## src/rtl/ack_bus_pkg.sv

```systemverilog
// Shared definitions for the open-drain ACK bus: source IDs, the released
// ID pattern, the requester FSM state encoding and the backoff length rule.
package ack_bus_pkg;

  localparam logic [1:0] SRC_MEM  = 2'b00;
  localparam logic [1:0] SRC_SHA  = 2'b01;
  localparam logic [1:0] SRC_AES  = 2'b10;
  localparam logic [1:0] SRC_CTRL = 2'b11;

  // All-ones ID means every open-drain ID bit is released.
  localparam logic [1:0] ACK_ID_IDLE = 2'b11;

  typedef enum logic [2:0] {
    ST_IDLE    = 3'd0,
    ST_SENSE   = 3'd1,
    ST_DRIVE   = 3'd2,
    ST_BACKOFF = 3'd3,
    ST_RELEASE = 3'd4
  } ack_state_e;

  // Lower IDs back off for less time, so after a collision the lower ID
  // retries first and the others find the bus busy when they sense it.
  function automatic int unsigned backoffCycles(input logic [1:0] srcId);
    return 2 * (32'(srcId) + 32'd1);
  endfunction

endpackage

```

## src/rtl/ack_bus_requester_if.sv

```systemverilog
// Handshake bundle between one requester and the resolved ACK bus plus its
// arbiter. The *_drv signals are open-drain drive values (1 = released); the
// *_bus signals are the wired-AND result seen by every source.
interface ack_bus_requester_if;
  import ack_bus_pkg::*;

  logic       ack_valid_n_drv;
  logic [1:0] ack_id_drv;
  logic       req;
  logic       ack_valid_n_bus;
  logic [1:0] ack_id_bus;
  logic       ack_ready;

  // Requester side: drives the bus and the sideband request.
  modport master (
    output ack_valid_n_drv,
    output ack_id_drv,
    output req,
    input  ack_valid_n_bus,
    input  ack_id_bus,
    input  ack_ready
  );

  // Bus/arbiter side: sees the drives, returns the resolved bus and grant.
  modport slave (
    input  ack_valid_n_drv,
    input  ack_id_drv,
    input  req,
    output ack_valid_n_bus,
    output ack_id_bus,
    output ack_ready
  );

endinterface

```

## src/rtl/ack_bus_requester.sv

```systemverilog
// Per-source transmitter for the open-drain ACK bus. Counts owed acks,
// carrier-senses the bus, drives valid/ID low until the arbiter grants,
// backs off on collision or timeout, and leaves a one-cycle released gap
// after every successful ack. All outputs come straight from flops.
module ack_bus_requester
  import ack_bus_pkg::*;
#(
  parameter logic [1:0] SRC_ID  = SRC_SHA,
  parameter int         PEND_W  = 2,
  parameter int         TIMEOUT = 15
) (
  input  logic                 clk,
  input  logic                 rst_n,
  ack_bus_requester_if.master  bus,
  input  logic                 done_pulse,
  output logic [PEND_W-1:0]    pending,
  output logic                 busy,
  output logic                 overflow,
  output logic                 timeout_err
);

  localparam logic [PEND_W-1:0] PEND_MAX     = {PEND_W{1'b1}};
  localparam logic [PEND_W-1:0] PEND_ONE     = PEND_W'(1);
  localparam int unsigned       BACKOFF_LEN  = backoffCycles(SRC_ID);
  localparam logic [2:0]        BACKOFF_LAST = 3'(BACKOFF_LEN - 1);
  localparam logic [7:0]        WAIT_LAST    = 8'(TIMEOUT - 1);

  ack_state_e        state_q;
  logic              validN_q;
  logic [1:0]        idDrv_q;
  logic              req_q;
  logic              busy_q;
  logic              timeoutErr_q;
  logic [7:0]        waitCnt_q;
  logic [2:0]        backoffCnt_q;
  logic [PEND_W-1:0] pending_q;
  logic [PEND_W-1:0] pending_d;
  logic              overflow_q;
  logic              overflow_d;
  logic              grant;
  logic              collision;

  // Grant only counts while we are actually on the bus with our own ID.
  assign grant     = (state_q == ST_DRIVE) && bus.ack_ready && (bus.ack_id_bus == SRC_ID);
  assign collision = !bus.ack_valid_n_bus && (bus.ack_id_bus != SRC_ID);

  // Owed-ack counter: saturating, a simultaneous new ack and grant cancel out.
  always_comb begin
    pending_d  = pending_q;
    overflow_d = overflow_q;
    if (done_pulse && !grant) begin
      if (pending_q == PEND_MAX) begin
        overflow_d = 1'b1;
      end else begin
        pending_d = pending_q + PEND_ONE;
      end
    end else if (!done_pulse && grant) begin
      pending_d = pending_q - PEND_ONE;
    end
  end

  // Register the counter and the sticky overflow flag.
  always_ff @(posedge clk or negedge rst_n) begin
    if (!rst_n) begin
      pending_q  <= '0;
      overflow_q <= 1'b0;
    end else begin
      pending_q  <= pending_d;
      overflow_q <= overflow_d;
    end
  end

  // Bus FSM with registered drive, request and busy outputs.
  always_ff @(posedge clk or negedge rst_n) begin
    if (!rst_n) begin
      state_q      <= ST_IDLE;
      validN_q     <= 1'b1;
      idDrv_q      <= ACK_ID_IDLE;
      req_q        <= 1'b0;
      busy_q       <= 1'b0;
      timeoutErr_q <= 1'b0;
      waitCnt_q    <= '0;
      backoffCnt_q <= '0;
    end else begin
      case (state_q)
        ST_IDLE: begin
          if (pending_q != '0) begin
            state_q <= ST_SENSE;
            busy_q  <= 1'b1;
          end
        end
        ST_SENSE: begin
          if (bus.ack_valid_n_bus) begin
            state_q   <= ST_DRIVE;
            validN_q  <= 1'b0;
            idDrv_q   <= SRC_ID;
            req_q     <= 1'b1;
            waitCnt_q <= '0;
          end
        end
        ST_DRIVE: begin
          waitCnt_q <= waitCnt_q + 8'd1;
          if (grant) begin
            state_q  <= ST_RELEASE;
            validN_q <= 1'b1;
            idDrv_q  <= ACK_ID_IDLE;
            req_q    <= 1'b0;
          end else if (collision || (waitCnt_q == WAIT_LAST)) begin
            state_q      <= ST_BACKOFF;
            validN_q     <= 1'b1;
            idDrv_q      <= ACK_ID_IDLE;
            req_q        <= 1'b0;
            backoffCnt_q <= '0;
            if (!collision) begin
              timeoutErr_q <= 1'b1;
            end
          end
        end
        ST_BACKOFF: begin
          if (backoffCnt_q == BACKOFF_LAST) begin
            state_q <= ST_SENSE;
          end else begin
            backoffCnt_q <= backoffCnt_q + 3'd1;
          end
        end
        ST_RELEASE: begin
          state_q <= ST_IDLE;
          busy_q  <= 1'b0;
        end
        default: begin
          state_q  <= ST_IDLE;
          validN_q <= 1'b1;
          idDrv_q  <= ACK_ID_IDLE;
          req_q    <= 1'b0;
          busy_q   <= 1'b0;
        end
      endcase
    end
  end

  assign bus.ack_valid_n_drv = validN_q;
  assign bus.ack_id_drv      = idDrv_q;
  assign bus.req             = req_q;
  assign pending             = pending_q;
  assign busy                = busy_q;
  assign overflow            = overflow_q;
  assign timeout_err         = timeoutErr_q;

endmodule

```

## src/flat_wrapper.sv

```systemverilog
// flat-port wrapper written by rule: the top's interface ports become plain ports
module ack_bus_requester_flat import ack_bus_pkg::*;
#(
  parameter logic [1:0] SRC_ID  = SRC_SHA,
  parameter int         PEND_W  = 2,
  parameter int         TIMEOUT = 15
)
  (clk, rst_n, done_pulse, pending, busy, overflow, timeout_err, bus_ack_valid_n_drv, bus_ack_id_drv, bus_req, bus_ack_valid_n_bus, bus_ack_id_bus, bus_ack_ready);
  ack_bus_requester_if bus_i ();
  input  logic clk;
  input  logic rst_n;
  input  logic done_pulse;
  output logic [PEND_W-1:0] pending;
  output logic busy;
  output logic overflow;
  output logic timeout_err;
  output wire logic [$bits(bus_i.ack_valid_n_drv)-1:0] bus_ack_valid_n_drv;
  output wire logic [$bits(bus_i.ack_id_drv)-1:0] bus_ack_id_drv;
  output wire logic [$bits(bus_i.req)-1:0] bus_req;
  input wire logic [$bits(bus_i.ack_valid_n_bus)-1:0] bus_ack_valid_n_bus;
  input wire logic [$bits(bus_i.ack_id_bus)-1:0] bus_ack_id_bus;
  input wire logic [$bits(bus_i.ack_ready)-1:0] bus_ack_ready;
  assign bus_ack_valid_n_drv = bus_i.ack_valid_n_drv;
  assign bus_ack_id_drv = bus_i.ack_id_drv;
  assign bus_req = bus_i.req;
  assign bus_i.ack_valid_n_bus = bus_ack_valid_n_bus;
  assign bus_i.ack_id_bus = bus_ack_id_bus;
  assign bus_i.ack_ready = bus_ack_ready;
  ack_bus_requester #(.SRC_ID(SRC_ID), .PEND_W(PEND_W), .TIMEOUT(TIMEOUT)) u_core (.clk(clk), .rst_n(rst_n), .bus(bus_i), .done_pulse(done_pulse), .pending(pending), .busy(busy), .overflow(overflow), .timeout_err(timeout_err));
endmodule
```

## config.mk

```make
export PLATFORM = sky130hd
export DESIGN_NAME = ack_bus_requester_flat
export DESIGN_NICKNAME = d
export VERILOG_FILES = /design/src/rtl/ack_bus_pkg.sv /design/src/rtl/ack_bus_requester_if.sv /design/src/rtl/ack_bus_requester.sv /design/src/flat_wrapper.sv
export SDC_FILE = /design/constraint.sdc
export NUM_CORES = 1
export LEC_CHECK = 0
export BUFFER_PORTS_ARGS = -buffer_cell sky130_fd_sc_hd__buf_2
export CAP_MARGIN = 20
export CORE_MARGIN = 10
export CORE_UTILIZATION = 49
export DETAILED_ROUTE_END_ITERATION = 7
export PLACE_DENSITY = 0.72
export SYNTH_ARGS = -nofsm -noshare
export SYNTH_HDL_FRONTEND = slang
export SYNTH_SLANG_ARGS = --single-unit
```

## constraint.sdc

```tcl
create_clock -name clk -period 1.77 [get_ports clk]
set_input_delay 0.531 -clock clk [delete_from_list [all_inputs] [get_ports clk]]
set_output_delay 0.531 -clock clk [all_outputs]
set_load 0.05 [all_outputs]
```

==> flow_metrics.env <==
export IMPL_startpoint_type="register"
export IMPL_p_int_mw=1.02
export IMPL_crit_required_ns=1.96
export IMPL_fmax_mhz=590
export IMPL_combPwrFrac=0.490
export IMPL_grt_pass1_wl_mm=3.65
export IMPL_cp_max_fo=3
export IMPL_cts_tree="yes"
export IMPL_insertedDiodeCount=0
export IMPL_critPathCaptureType="register"
export IMPL_start_util=0.507
export IMPL_layout_min_cycle_time_ns=1.69
export IMPL_path_class="reg2reg"
export IMPL_track_usage=0.102
export IMPL_hold_class="in2async"
export IMPL_antenna_found_initial=0
export IMPL_htree_num_levels=1
export IMPL_design_area_sq_um=1250
export IMPL_fin_crit_sh=0.957
export IMPL_port_buffers=14
export IMPL_cts_sinks=21
export IMPL_io_pin_count=16
export IMPL_cts_buffers=3
export IMPL_clock_skew_ns=0.00352
export IMPL_peakVddDrop_mv=0.797
export IMPL_avgViaCountPerCell=5.53
export IMPL_cp_data_arrival_time_ns=1.89
export IMPL_grt_overflow_total=0
export IMPL_syn2layout_area_growth_pct=12.5
export IMPL_synth_largest_area_cell="dfrtp_1"
export IMPL_p_clk_frac=0.128
export IMPL_ctsHoldBuffers=0
export IMPL_dp_hpwl_mm=1.65
export IMPL_first_global_vias=828
export IMPL_status="completed"
export IMPL_rsz0062_at_grt="yes"
export IMPL_p_sw_mw=0.745
export IMPL_cap_violations=0
export IMPL_switching_share=0.422
export IMPL_setup_viol=0
export IMPL_seqPwrFrac=0.382
export IMPL_totalWireLength_mm=2.07
export IMPL_p_leak_nw=0.576
export IMPL_syn_nets=122
export IMPL_clockBufferDepth=2
export IMPL_syn_area_sq_um=1110
export IMPL_clk_pin_slew_ns=0.11
export IMPL_wl_per_cell_um=13.0
export IMPL_final_hold_violation_count=0
export IMPL_rows=17
export IMPL_die_area_sq_um=4570
export IMPL_drc_errors=0
export IMPL_vias=879
export IMPL_synth_top_area_frac=0.450
export IMPL_drt_iter0_drc=41
export IMPL_maxSlewViolCount=0
export IMPL_final_antenna_net_count=0
export IMPL_avgSynthCellArea_sq_um=10.0
export IMPL_clk_latency_ns=0.29
export IMPL_cts_root_buf="clkbuf_4"
export IMPL_grt_max_degree=22
export IMPL_die_h_um=67.6
export IMPL_synthCells=111
export IMPL_yosysSeqAreaShare=0.474
export IMPL_first_pass_iters=4
export IMPL_yosys_top_cells_area="dfrtp_1 45%, ha_1 4.5%, o21ai_0 4.1%"
export IMPL_fp_coreArea_sq_um=2190
export IMPL_layout_nets=143
export IMPL_synth_seq_cells=21
export IMPL_ys_types=38
export IMPL_finalPower_mw=1.76
export IMPL_ys_warnings_count=0
export IMPL_die_w_um=67.6
export IMPL_drive_gt1_frac=0.244
export IMPL_powerDensity_nw_per_um2=1410
export IMPL_post_dp_cell_area_sq_um=1220
export IMPL_place_gp_congestion=0.798
worst paths after layout:
kind                                     start                        to  slack [ns]  cells past startpoint
max in group asynchronous                rst_n  u_core.bus.ack_id_drv[1]        1.26                      1
max reg2reg                u_core.waitCnt_q[0]            u_core.bus.req        0.08                      6
min reg2reg                    u_core.overflow           u_core.overflow        0.47                      1
min                                      rst_n            u_core.bus.req        0.17                      1
max                        u_core.waitCnt_q[0]            u_core.bus.req        0.08                      6
min in group clk               u_core.overflow           u_core.overflow        0.47                      1
Yosys cell counts:
master     number
nand4bb_1       1
nor2_1          7
conb_1          1
buf_4           4
inv_1           8
a31o_2          1
mux2i_1         3
or3b_1          1
nand3b_1        1
dfrtp_1        20
o21ai_0         9
nand3_1         1
ha_1            4
o2111ai_1       1
buf_6           2
o31a_1          1
a21o_1          1
nor3_2          1
nor3b_1         1
o21a_4          1
o41ai_2         1
a31oi_1         3
nor3_1          2
o31ai_1         2
or2_2           1
o211ai_1        3
or3_1           1
nand4_1         4
nand2_1        12
a21oi_2         1
a21oi_1         1
nor2b_1         3
dfstp_2         1
or4_1           1
o21bai_1        2
nand4b_1        1
and2_1          1
o22ai_1         2
through the flow:
| step | hold WS (ns) | setup WS [ns] | cells | TNS (ns) | util |
|---|---|---|---|---|---|
| after floorplan | 0.235 | 0.103 | 111 | 0 | - |
| after global placement | 0.443 | 0.116 | 155 | 0 | 0.559 |
| after detailed placement | 0.450 | 0.0810 | 155 | 0 | 0.559 |
| after CTS | 0.176 | 0.0641 | 159 | 0 | 0.571 |
| after global routing | 0.180 | -0.00448 | 159 | -0.00448 | 0.571 |
| final | 0.168 | 0.0756 | 159 | 0 | 0.571 |
power by group through the flow:
| stage | Sequential, mW | Combinational, mW | Clock (mW) |
|---|---|---|---|
| final | 0.675 | 0.864 | 0.226 |
| after global routing | 0.692 | 0.970 | 0.257 |
| after CTS | 0.676 | 0.873 | 0.239 |
| after detailed placement | 0.685 | 0.872 | 0 |
| after global placement | 0.677 | 0.848 | 0 |
| after floorplan | 0.793 | 0.570 | 0 |
flip-flops by register name, indices dropped and copies added (netlist names):
| name | flops |
|---|---|
| u_core.busy | 1 |
| u_core.timeout_err | 1 |
| u_core.backoffCnt_q | 3 |
| u_core.overflow | 1 |
| u_core.pending | 2 |
| u_core.bus.req | 1 |
| u_core.waitCnt_q | 8 |
| u_core.bus.ack_id_drv | 1 |
| u_core.state_q | 3 |
cell usage in the layout, fill, tap and decap left out, types with 2 or more instances in the layout:
| cell type | count |
|---|---|
| a31oi_1 | 3 |
| buf_2 | 14 |
| buf_4 | 8 |
| clkbuf_4 | 3 |
| dfrtp_1 | 20 |
| ha_1 | 4 |
| inv_1 | 8 |
| mux2i_1 | 3 |
| nand2_1 | 12 |
| nand4_1 | 4 |
| nor2_1 | 7 |
| nor2b_1 | 3 |
| nor3_1 | 2 |
| o211ai_1 | 3 |
| o21ai_0 | 9 |
| o21bai_1 | 2 |
| o22ai_1 | 2 |
| o31ai_1 | 2 |
critical path: stages (launching register included):
cell and delay [ns]:
dfrtp_1 0.39, inv_1 0.05, ha_1 0.14, nand4b_1 0.07, or4_1 0.46, nor2b_1 0.20, o31a_1 0.29
per-layer routing:
metal	wire length [um]	track usage	vias up	part of all wire
met5	0	0	-	0
met4	22	0.0385	0	0.011
met3	100	0.0281	4	0.048
met2	1090	0.178	10	0.53
met1	859	0.114	429	0.41
li1	-	-	436	-
cell families after synthesis:
| group | Yosys count | share of synthesized area |
|---|---|---|
| compound gates | 29 | 0.187 |
| fa+ha+maj | 4 | 0.0450 |
| buf+inv | 14 | 0.0743 |
| other cells | 1 | 0.00338 |
| simple gates | 39 | 0.189 |
| flops | 21 | 0.474 |
| mux | 3 | 0.0270 |
final cells by class:
type,instances,area (sq um)
Clock buffer,4,26.3
Fill cell,197,941
Inverter,8,30.0
Multi-Input combinational cell,76,502
Sequential cell,21,527
Tap cell,28,35.0
Timing Repair Buffer,22,130
repair_timing:
action | in CTS | in global routing
buffers inserted | 0 | 0
endpoints found under the setup margin | 0 | 1
resized for setup | 0 | 0
Power figures use the tool's default switching activity.
